### src/rtl/instr_fetch_unit.sv
// -----------------------------------------------------------------------------
// instr_fetch_unit
//
// Purpose:
//    Fetches 16-bit big-endian instructions from a byte-wide, combinationally
//    read instruction memory. Each instruction takes two memory reads: the
//    high byte at FetchPC, then the low byte at FetchPC+1. Completed
//    instructions are placed in a small FIFO, and the registered head of that
//    FIFO is presented to the datapath with a valid/ready handshake. A
//    redirect strobe flushes all in-flight work and restarts fetch at a new
//    address.
//
// Configuration:
//    FETCH_PREFETCH_EN  defined   -> queue depth 2 (one instruction per 2 cycles)
//    FETCH_PREFETCH_EN  undefined -> queue depth 1 (one instruction per 3 cycles)
//
// Parameters:
//    RESET_PC    fetch address loaded on reset
//
// Ports:
//    Clock       single clock, all state updates on the rising edge
//    ResetN      asynchronous, active-low reset
//    MemAddr     byte address to instruction memory
//    MemData     byte returned for MemAddr in the same cycle
//    InstrOut    head instruction, {byte@PC, byte@PC+1}
//    InstrPC     byte address of InstrOut's high byte
//    InstrValid  head holds a valid instruction
//    InstrReady  datapath consumes the head this cycle
//    Redirect    branch/jump redirect strobe (highest priority)
//    RedirectPC  new fetch address, any byte alignment
// -----------------------------------------------------------------------------
module instr_fetch_unit #(
   parameter logic [15:0] RESET_PC = 16'd9
) (
   input  logic        Clock,
   input  logic        ResetN,
   output logic [15:0] MemAddr,
   input  logic [7:0]  MemData,
   output logic [15:0] InstrOut,
   output logic [15:0] InstrPC,
   output logic        InstrValid,
   input  logic        InstrReady,
   input  logic        Redirect,
   input  logic [15:0] RedirectPC
);

`ifdef FETCH_PREFETCH_EN
   localparam int DEPTH = 2;
`else
   localparam int DEPTH = 1;
`endif

   localparam logic [1:0] DEPTH_CNT = 2'(DEPTH);

   typedef enum logic {
      FETCH_HI = 1'b0,
      FETCH_LO = 1'b1
   } fetch_state_t;

   fetch_state_t state_q, state_d;
   logic [15:0]  fetch_pc_q, fetch_pc_d;
   logic [7:0]   hi_q, hi_d;
   logic [1:0]   count_q, count_d;
   logic         valid_q, valid_d;
   logic [15:0]  q_instr_q [DEPTH];
   logic [15:0]  q_instr_d [DEPTH];
   logic [15:0]  q_pc_q    [DEPTH];
   logic [15:0]  q_pc_d    [DEPTH];

   logic [15:0]  mem_addr;
   logic         push;
   logic         pop;
   int           head_cnt;
   int           wr_idx;

   // Fetch sequencer. The stall decision looks only at the registered
   // queue count, so a pop in the same cycle does not free a slot early.
   // A FETCH_HI read is only started when a slot is free, which guarantees
   // the push at the end of FETCH_LO always has room. Redirect overrides
   // everything and drops the half-assembled high byte.
   always_comb begin
      state_d    = state_q;
      fetch_pc_d = fetch_pc_q;
      hi_d       = hi_q;
      mem_addr   = fetch_pc_q;
      push       = 1'b0;

      case (state_q)
         FETCH_HI: begin
            if (count_q < DEPTH_CNT) begin
               hi_d    = MemData;
               state_d = FETCH_LO;
            end
         end
         FETCH_LO: begin
            mem_addr   = fetch_pc_q + 16'd1;
            push       = 1'b1;
            fetch_pc_d = fetch_pc_q + 16'd2;
            state_d    = FETCH_HI;
         end
      endcase

      if (Redirect) begin
         state_d    = FETCH_HI;
         fetch_pc_d = RedirectPC;
         hi_d       = 8'h00;
         push       = 1'b0;
      end
   end

   assign MemAddr = mem_addr;

   // Instruction queue, kept as a shift register so entry 0 is always the
   // head. When the last entry is popped nothing is shifted in, so the head
   // slot keeps its old contents and the outputs hold their last values
   // while InstrValid drops. On a simultaneous push and pop the new entry
   // lands one slot lower, in the position vacated by the shift.
   always_comb begin
      q_instr_d = q_instr_q;
      q_pc_d    = q_pc_q;
      count_d   = count_q;
      valid_d   = valid_q;
      pop       = valid_q & InstrReady;
      head_cnt  = int'(count_q);
      wr_idx    = pop ? head_cnt - 1 : head_cnt;

      if (Redirect) begin
         count_d = 2'd0;
         valid_d = 1'b0;
      end else begin
         if (pop) begin
            for (int i = 0; i < DEPTH - 1; i++) begin
               if (i + 1 < head_cnt) begin
                  q_instr_d[i] = q_instr_q[i + 1];
                  q_pc_d[i]    = q_pc_q[i + 1];
               end
            end
         end
         if (push) begin
            for (int i = 0; i < DEPTH; i++) begin
               if (i == wr_idx) begin
                  q_instr_d[i] = {hi_q, MemData};
                  q_pc_d[i]    = fetch_pc_q;
               end
            end
         end
         count_d = count_q + {1'b0, push} - {1'b0, pop};
         valid_d = (count_d != 2'd0);
      end
   end

   // State registers. Reset is asynchronous so MemAddr and the outputs
   // take their reset values without waiting for a clock edge.
   always_ff @(posedge Clock or negedge ResetN) begin
      if (!ResetN) begin
         state_q    <= FETCH_HI;
         fetch_pc_q <= RESET_PC;
         hi_q       <= 8'h00;
         count_q    <= 2'd0;
         valid_q    <= 1'b0;
         q_instr_q  <= '{default: 16'h0000};
         q_pc_q     <= '{default: 16'h0000};
      end else begin
         state_q    <= state_d;
         fetch_pc_q <= fetch_pc_d;
         hi_q       <= hi_d;
         count_q    <= count_d;
         valid_q    <= valid_d;
         q_instr_q  <= q_instr_d;
         q_pc_q     <= q_pc_d;
      end
   end

   assign InstrOut   = q_instr_q[0];
   assign InstrPC    = q_pc_q[0];
   assign InstrValid = valid_q;

endmodule
### config.mk
export PLATFORM = sky130hd
export DESIGN_NAME = instr_fetch_unit
export DESIGN_NICKNAME = d
export VERILOG_FILES = /design/src/rtl/instr_fetch_unit.sv
export SDC_FILE = /design/constraint.sdc
export NUM_CORES = 1
export LEC_CHECK = 0
export CORE_MARGIN = 4
export CORE_UTILIZATION = 45
export DETAILED_ROUTE_END_ITERATION = 16
export PLACE_DENSITY = 0.75
export SETUP_SLACK_MARGIN = 0.1
export SLEW_MARGIN = 20
export SYNTH_ARGS = -nofsm -noshare
export SYNTH_HDL_FRONTEND = slang
export SYNTH_SLANG_ARGS = --single-unit
### constraint.sdc
create_clock -name Clock -period 2.42 [get_ports Clock]
set_input_delay 0.242 -clock Clock [delete_from_list [all_inputs] [get_ports Clock]]
set_output_delay 0.242 -clock Clock [all_outputs]
set_load 0.05 [all_outputs]
== After elaboration in Yosys (flattened, before gate mapping) ==
Cells that the tools add are included.
Operators by class
  magnitude comparators: 1
  reduce and logical (&&, ||, !) cells: 6
  eq/ne operators: 1
  bitwise logic cells: 3
  multiplexer cells: 14
  $add $sub $neg: 5
Operators by type and width (number)
  $mux W16: 3
  $logic_not A32 Y1: 1
  $mux W32: 1
  $mux W8: 3
  $add A16 B1 Y16 const B: 1
  $add A16 B2 Y16 const B: 1
  $reduce_bool A2 Y1: 3
  $mux W1: 5
  $reduce_and A3 Y1: 1
  $sub A2 B1 Y3 const B: 1
  $add A2 B1 Y2: 1
  $lt A2 B1 Y1 const B: 1
  $mux W2: 1
  $ne A2 B2 Y1 const B: 1
  $not A1 Y1: 2
  $pmux W1 S2: 1
  $reduce_and A2 Y1: 1
  $sub A2 B1 Y2: 1
  $and A1 B1 Y1: 1
Word-level totals
  input bits: 28
  register bits after elaboration: 60
  output and inout port bits: 49
  logic and storage cells: 37

== Logic depth before layout (Yosys ltp) ==
Gate-level depths: netlist of the first run.
  word-level depth: 6
  depth in mapped cells: 8
  gate-level depth less buffers: 6

== Worst setup path after synthesis of the first run ==
Ideal clock, no wire load.
  kind: register -> output
  from: reg fetch_pc_q[1]
  to: out MemAddr[13]
  arrival time: 2.112 ns
  stages on the path, launching flop included: 8
  path buffers: 2
  required time: 2.178 ns
  path slack: 0.066 ns
  path through: dfrtp_1 -> ha_1 -> and4_1 -> buf_6 -> and2_0 -> buf_2 -> nand4_1 -> xnor2_1
Between the ends
  longest elaborated chain between the ends: 2
RTL lines
  start: declaration: RTL line 61  | logic [15:0] fetch_pc_q, fetch_pc_d;
  start signal: assignment: RTL line 165  | fetch_pc_q <= fetch_pc_d;
  $add A16 B1 Y16: RTL line 96  | mem_addr = fetch_pc_q + 16'd1;
  $mux W16: RTL line 88  | case (state_q)
  end: declaration: RTL line 37  | output logic [15:0] MemAddr,
No other way between the ends.

== Worst setup path after layout of the first run ==
  from: reg fetch_pc_q[0]
  to: out MemAddr[10]
Same word-level chain as after synthesis.

==> flow_summary_export.csv, run 1 <==
group,metric,value,unit
synth,synth_top_area_cell,"dfrtp_1",
grt,grt_max_degree,47,
grt,antenna_found_initial,0,
setup_path,cp_max_fo,4,
route,num_vias,2203,
outcome,status,"completed",
clocking,cts-buffers-inserted,9,
setup_path,slowest_stage,"dfstp_2",
clocking,cts_max_level,3,
clocking,clk_pin_slew_worst_paths,0.06,ns
synth,ys_ff_latch,60,
synth,syn_area_per_cell,10.96,sq um
timing,period_share,94.45,%
synth,yosys_warnings,0,
route,ant_nets,0,
setup_path,cp.required,2.18,ns
placed_design,dp.cells,401,
job,maxCapViolCount,0,
cells_and_area,nets,375,
floorplan,die_w,88.02,microns
setup_path,criticalPathCategory,"flip-flop to primary output",
grt,grt_pass1_vias,2188,
timing,report.final.slew_viol_count,0,
setup_path,max_stage_delay,0.55,ns
timing,slew_headroom,45.12,%
synth,synthCells,263,
placed_design,gp_congestion,0.7340,
setup_path,critPathCaptureType,"primary output",
placed_design,dpl_cell_area,3837,sq um
cells_and_area,area_growth,42.81,%
grt,grt_pass1_wl,10.43,mm
synth,synth_area,2882,sq um
setup_path,crit_chain,"ha_4, nand4_1, nor3_4, nand3_2, xnor2_2, buf_12",
synth,synthMuxAreaShare,13.63,%
timing,fin_hold_ws,0.004778,ns
timing,fmax,0.4375,GHz
floorplan,num_rows,28,
cells_and_area,final_cells,422,
synth,synthXorXnorAreaFrac,9.119,%
timing,totalNegativeSetupSlack,0,ns
floorplan,initial_utilization,47.54,%
cells_and_area,final_cell_mix,"clkdlybuf4s50_1, dfrtp_1, nand2_1",
timing,rsz0062_at_grt,"yes",
cells_and_area,final_common_cell,"clkdlybuf4s50_1",
synth,synthAdderAreaFrac,1.737,%
setup_path,crit_arrival,2.04,ns
route,drc,0,
synth,synth_nets,295,
timing,finalHoldViolations,0,
cells_and_area,diodes,0,
grt,grt_usage,17.83,%
timing,clock_skew,0.007466,ns
synth,synth_area_leaders,"dfrtp_1, mux2_2, xnor2_1, nand2_1, xor2_1",
floorplan,coreArea,6061,sq um
power_and_ir_drop,p_comb_share,54.1,%
hold_path,hold_class,"primary input to async pin",
setup_path,startpoint_type,"flip-flop",
placed_design,portBuffers,76,
clocking,clockBufferDepth,2,
timing,min_period,2.286,ns
power_and_ir_drop,switchingPower,2.398,mW
clocking,cts.sinks,60,
power_and_ir_drop,powerDensity,1291,nW/um^2
power_and_ir_drop,pwr-share-seq,31.0,%
synth,ys_types,37,
clocking,insertion_delay,0.33,ns
route,drt-total-wl,6.584,mm
synth,synth_top_family_by_area,"multiplexers",
power_and_ir_drop,clkPwrFrac,14.8,%
power_and_ir_drop,switching_share,45.15,%
synth,ys_seq_area_share,52.19,%
cells_and_area,drive_gt1_share,27.67,%
synth,synth_top_area_share,50.37,%
synth,synth_compound_gate_area_share,5.428,%
synth,synth-simple-area-share,13.46,%
power_and_ir_drop,intPower,2.914,mW
cells_and_area,final_area,4115,sq um
floorplan,die_y,88.02,microns
route,via_per_inst,5.220,
clocking,ctsHoldBuffers,0,
route,drtIter0Drc,87,
floorplan,io_pins,77,
clocking,clockRootBuffer,"clkbuf_8",
placed_design,hpwl,4.649,mm
route,dr.pass1.iters,4,
power_and_ir_drop,power.leakage,1.791,nW
clocking,cts_tree,"yes",
grt,grt.overflow.total,0,
timing,worst_slew_pin_slew,0.8232,ns
route,wl_per_cell,15.60,microns
timing,setup_viol,0,
floorplan,die-area,7748,sq um
power_and_ir_drop,ir_drop,0.0007477,V
==> area by class of cell <==
cell class	count	area, sq um
clock buffer	13	158.9
clock inverter	2	10.01
fill	469	1946
inverter	5	18.77
multi-input combinational	177	1344
sequential	60	1511
tap	75	93.84
timing repair buffer	90	978.4
==> sequential cells by signal, summed over array words and instances, names as in the netlist <==
register    cells
hi_q            8
InstrValid      1
fetch_pc_q     16
InstrPC        16
InstrOut       16
count_q         2
state_q         1
==> power groups by stage <==
stage	Sequential, mW	Clock, mW	Combinational, mW
2_1_floorplan	2.56	0	1.00
3_3_place_gp	1.64	0	2.85
3_5_place_dp	1.66	0	2.89
4_1_cts	1.65	0.806	2.89
5_1_grt	1.70	0.854	3.03
6_report	1.65	0.789	2.88
==> Yosys cell counts, drive strengths merged <==
cell / number
o211a: 1
o21ai: 13
a31oi: 1
ha: 4
and4: 2
nand4: 9
clkbuf: 11
nand2: 41
a2bb2oi: 1
inv: 5
nor4: 1
nor3: 2
o21bai: 1
dfstp: 2
a311o: 1
dfrtp: 58
and2: 1
nor2b: 4
and3: 3
nand3: 8
nand2b: 1
a21oi: 8
nor2: 9
xor2: 10
mux2i: 1
mux2: 34
o311ai: 1
xnor2: 20
buf: 10
==> metal layers <==
layer	up-vias	part of all wire (%)	global-route usage, %	routed length (microns)
li1	1049	-	-	-
met1	1086	43	22.60	2856
met2	54	50	28.36	3271
met3	14	4.1	3.669	268
met4	0	2.9	10.30	188
met5	-	0	0	0
==> cells by family after synthesis <==
family                   Yosys count
adder cells (fa/ha/maj)            4
multiplexers                      35
AND/OR/NAND/NOR                   81
buffers and inverters             26
flip-flops                        60
AO/OA/AOI/OAI                     27
XOR/XNOR                          30
==> repair_timing <==
action                     4_1_cts  5_1_grt
pin swaps                        1        5
setup endpoints to repair        9        9
resized for setup                7       13
buffers inserted                 1        5
==> per-stage QoR <==
stage | total power [mW] | worst slack, ns | utilization [%]
floorplan | 3.563 | 0.1340 | -
global placement | 4.487 | 0.3729 | 63.32
detailed placement | 4.549 | 0.3112 | 63.32
CTS | 5.342 | 0.03829 | 66.66
global route | 5.584 | 0.03819 | 67.90
finish | 5.312 | 0.1342 | 67.90
==> worst max-delay path: cells and delay by family (launching register included) <==
| family | cells | cell delay [ns] |
|---|---|---|
| and+or+nand+nor | 3 | 0.63 |
| DFF | 1 | 0.55 |
| xor gates and xnor gates | 1 | 0.24 |
| buffers and inverters | 1 | 0.17 |
| adders and majority gates | 1 | 0.12 |
==> path summary, 6_finish.rpt <==
kind | endpoint | startpoint | slack (ns) | depth (start not counted)
worst max-delay path | MemAddr[10] | fetch_pc_q[0]$_DFFE_PN1P_ | 0.13 | 6
min in group Clock | fetch_pc_q[3]$_DFFE_PN1N_ | RedirectPC[3] | 0.45 | 3
max in group asynchronous | fetch_pc_q[9]$_DFFE_PN0N_ | ResetN | 1.70 | 2
worst max register to register | InstrPC[2]$_DFFE_PN0P_ | state_q$_DFF_PN0_ | 0.55 | 5
worst min register to register | InstrPC[6]$_DFFE_PN0P_ | InstrPC[6]$_DFFE_PN0P_ | 0.49 | 1
worst min-delay path | InstrPC[4]$_DFFE_PN0P_ | ResetN | 0.005 | 1
(Power assumes the default switching activity.)
==> run 2, diff against run 1 <==
--- a/config.mk
+++ b/config.mk
@@ -7,8 +7,9 @@
 export LEC_CHECK = 0
 export CORE_MARGIN = 4
 export CORE_UTILIZATION = 45
+export CTS_BUF_LIST = sky130_fd_sc_hd__clkbuf_4
 export DETAILED_ROUTE_END_ITERATION = 16
-export PLACE_DENSITY = 0.75
+export PLACE_DENSITY_LB_ADDON = 0.2
 export SETUP_SLACK_MARGIN = 0.1
 export SLEW_MARGIN = 20
 export SYNTH_ARGS = -nofsm -noshare
==> run 2 against run 1 <==
Sequential power about the same. Largest cell class unchanged. Routed wire length up 4.0%. Clock power down 12%.
==> flow_summary_export.csv, run 2 (synthesis gave the netlist of run 1 again) <==
group,metric,value,unit
outcome,status,"completed",
timing,finalWorstSetupSlack,0.05770,ns
hold_path,hold_depth,3,
power_and_ir_drop,finalPower,5.288,mW
grt,grt_pass1_vias,2263,
setup_path,path_depth,7,
route,drt-total-wl,6.846,mm
timing,finalHoldViolations,0,
clocking,cts_max_level,3,
setup_path,critPathCaptureType,"primary output",
timing,worst_slew_pin_slew,0.6802,ns
route,via_per_inst,5.151,
floorplan,die_y,88.02,microns
cells_and_area,fill_cells,459,
setup_path,path_delay_family,"flip-flops",
clocking,clockBufferDepth,2,
clocking,cts.sinks,60,
placed_design,dp_slack,0.3303,ns
setup_path,criticalPathCategory,"flip-flop to primary output",
setup_path,rr_worst_depth,7,
cells_and_area,nets,382,
power_and_ir_drop,p_comb_share,55.8,%
clocking,clk_pin_slew_worst_paths,0.10,ns
grt,grt_max_degree,47,
hold_path,hold_class,"primary input to flip-flop",
floorplan,initial_utilization,47.54,%
setup_path,startpoint,"fetch_pc_q[0]$_DFFE_PN1P_",
clocking,insertion_delay,0.40,ns
setup_path,rr_startpoint,"count_q[0]$_DFF_PN0_",
timing,totalNegativeSetupSlack,0,ns
placed_design,hpwl,4.653,mm
setup_path,slowest_stage,"dfstp_2",
cells_and_area,final_common_cell,"clkdlybuf4s50_1",
floorplan,io_pins,77,
setup_path,crit_chain,"ha_4, nand4_1, nor3_4, buf_6, nand2_4, xnor2_4, buf_12",
cells_and_area,area_growth,46.37,%
power_and_ir_drop,switching_share,46.20,%
grt,antenna_found_initial,0,
power_and_ir_drop,clkPwrFrac,13.1,%
floorplan,die-area,7748,sq um
floorplan,coreArea,6061,sq um
setup_path,max_stage_delay,0.57,ns
route,dr.pass1.iters,4,
setup_path,cp.buffers_inverters,2,
timing,clock_skew,0.004308,ns
route,drtIter0Drc,77,
grt,grt_pass1_wl,10.93,mm
clocking,cts_tree,"yes",
timing,report.final.slew_viol_count,0,
timing,fmax,0.4233,GHz
setup_path,cp_max_fo,4,
hold_path,min_from,"RedirectPC[3]",
power_and_ir_drop,switchingPower,2.443,mW
route,wl_per_cell,15.92,microns
placed_design,portBuffers,76,
cells_and_area,diodes,0,
route,drc,0,
timing,period_share,97.62,%
placed_design,gp_congestion,0.7666,
setup_path,startpoint_type,"flip-flop",
job,maxCapViolCount,0,
cells_and_area,drive_gt1_share,32.11,%
cells_and_area,seq_area,1515,sq um
floorplan,die_w,88.02,microns
power_and_ir_drop,intPower,2.845,mW
grt,grt_usage,18.75,%
timing,min_period,2.362,ns
route,num_vias,2215,
timing,setup_viol,0,
clocking,clockRootBuffer,"clkbuf_4",
setup_path,cp.required,2.18,ns
clocking,cts-buffers-inserted,9,
power_and_ir_drop,powerDensity,1254,nW/um^2
timing,slew_headroom,54.56,%
cells_and_area,final_cell_mix,"clkdlybuf4s50_1, dfrtp_1, nand2_1",
floorplan,num_rows,28,
power_and_ir_drop,pwr-share-seq,31.1,%
timing,rsz0062_at_grt,"yes",
cells_and_area,multiInputGateArea,1408,sq um
grt,grt.overflow.total,0,
route,ant_nets,0,
power_and_ir_drop,power.leakage,1.830,nW
setup_path,crit_arrival,2.12,ns
power_and_ir_drop,ir_drop,0.0009211,V
run 2: final cells by class:
type / instances / area share (%)
tap: 75 / 2.225
sequential: 60 / 35.92
timing repair buffer: 97 / 24.83
clock inverter: 7 / 1.602
multi-input combinational: 177 / 33.37
inverter: 5 / 0.4450
clock buffer: 9 / 1.602
run 2: path summary, 6_finish.rpt:
| kind | to | slack [ns] |
|---|---|---|
| min in group asynchronous | InstrPC[3]$_DFFE_PN0P_ | 0.39 |
| worst max register to register | InstrPC[10]$_DFFE_PN0P_ | 0.53 |
| worst min-delay path | fetch_pc_q[3]$_DFFE_PN1N_ | 0.38 |
| max in group asynchronous | fetch_pc_q[11]$_DFFE_PN0N_ | 1.42 |
| worst min register to register | InstrPC[6]$_DFFE_PN0P_ | 0.51 |
| worst max-delay path | MemAddr[12] | 0.06 |
run 2: timing repair:
action,in CTS,in global routing
pin swaps,5,7
setup endpoints to repair,12,13
setup buffers,9,5
resized for setup,16,23
hold buffers,1,0
endpoints found under the hold margin,24,0
run 2: through the flow:
step / util (%) / cells / instance area [sq um] / hold WS (ns)
after global routing: 69.59 / 430 / 4218 / 0.3672
after detailed placement: 63.40 / 400 / 3842 / 0.2914
final: 69.59 / 430 / 4218 / 0.3759
after global placement: 63.40 / 400 / 3842 / 0.2853
after floorplan: - / 263 / 2912 / -0.05359
after CTS: 67.80 / 426 / 4109 / 0.3660
run 2: power groups by stage:
stage | combinational [mW] | sequential [mW] | clock [mW]
2_1_floorplan | 1.00 | 2.56 | 0
3_3_place_gp | 2.85 | 1.64 | 0
3_5_place_dp | 2.89 | 1.66 | 0
4_1_cts | 2.95 | 1.64 | 0.706
5_1_grt | 3.12 | 1.70 | 0.762
6_report | 2.95 | 1.65 | 0.693
run 2: worst min-delay path: cells and delay by family:
family / cells / cell delay (ns)
buf+inv: 1 / 0.40
compound gates: 1 / 0.07
simple gates: 1 / 0.06
run 2: metal layers:
metal	vias up	GRT usage (%)	share of wire, %
met3	9	5.456	5.0
met1	1093	23.31	43
met2	50	31.71	50
met4	0	5.769	1.3
met5	-	0	0
li1	1063	-	-
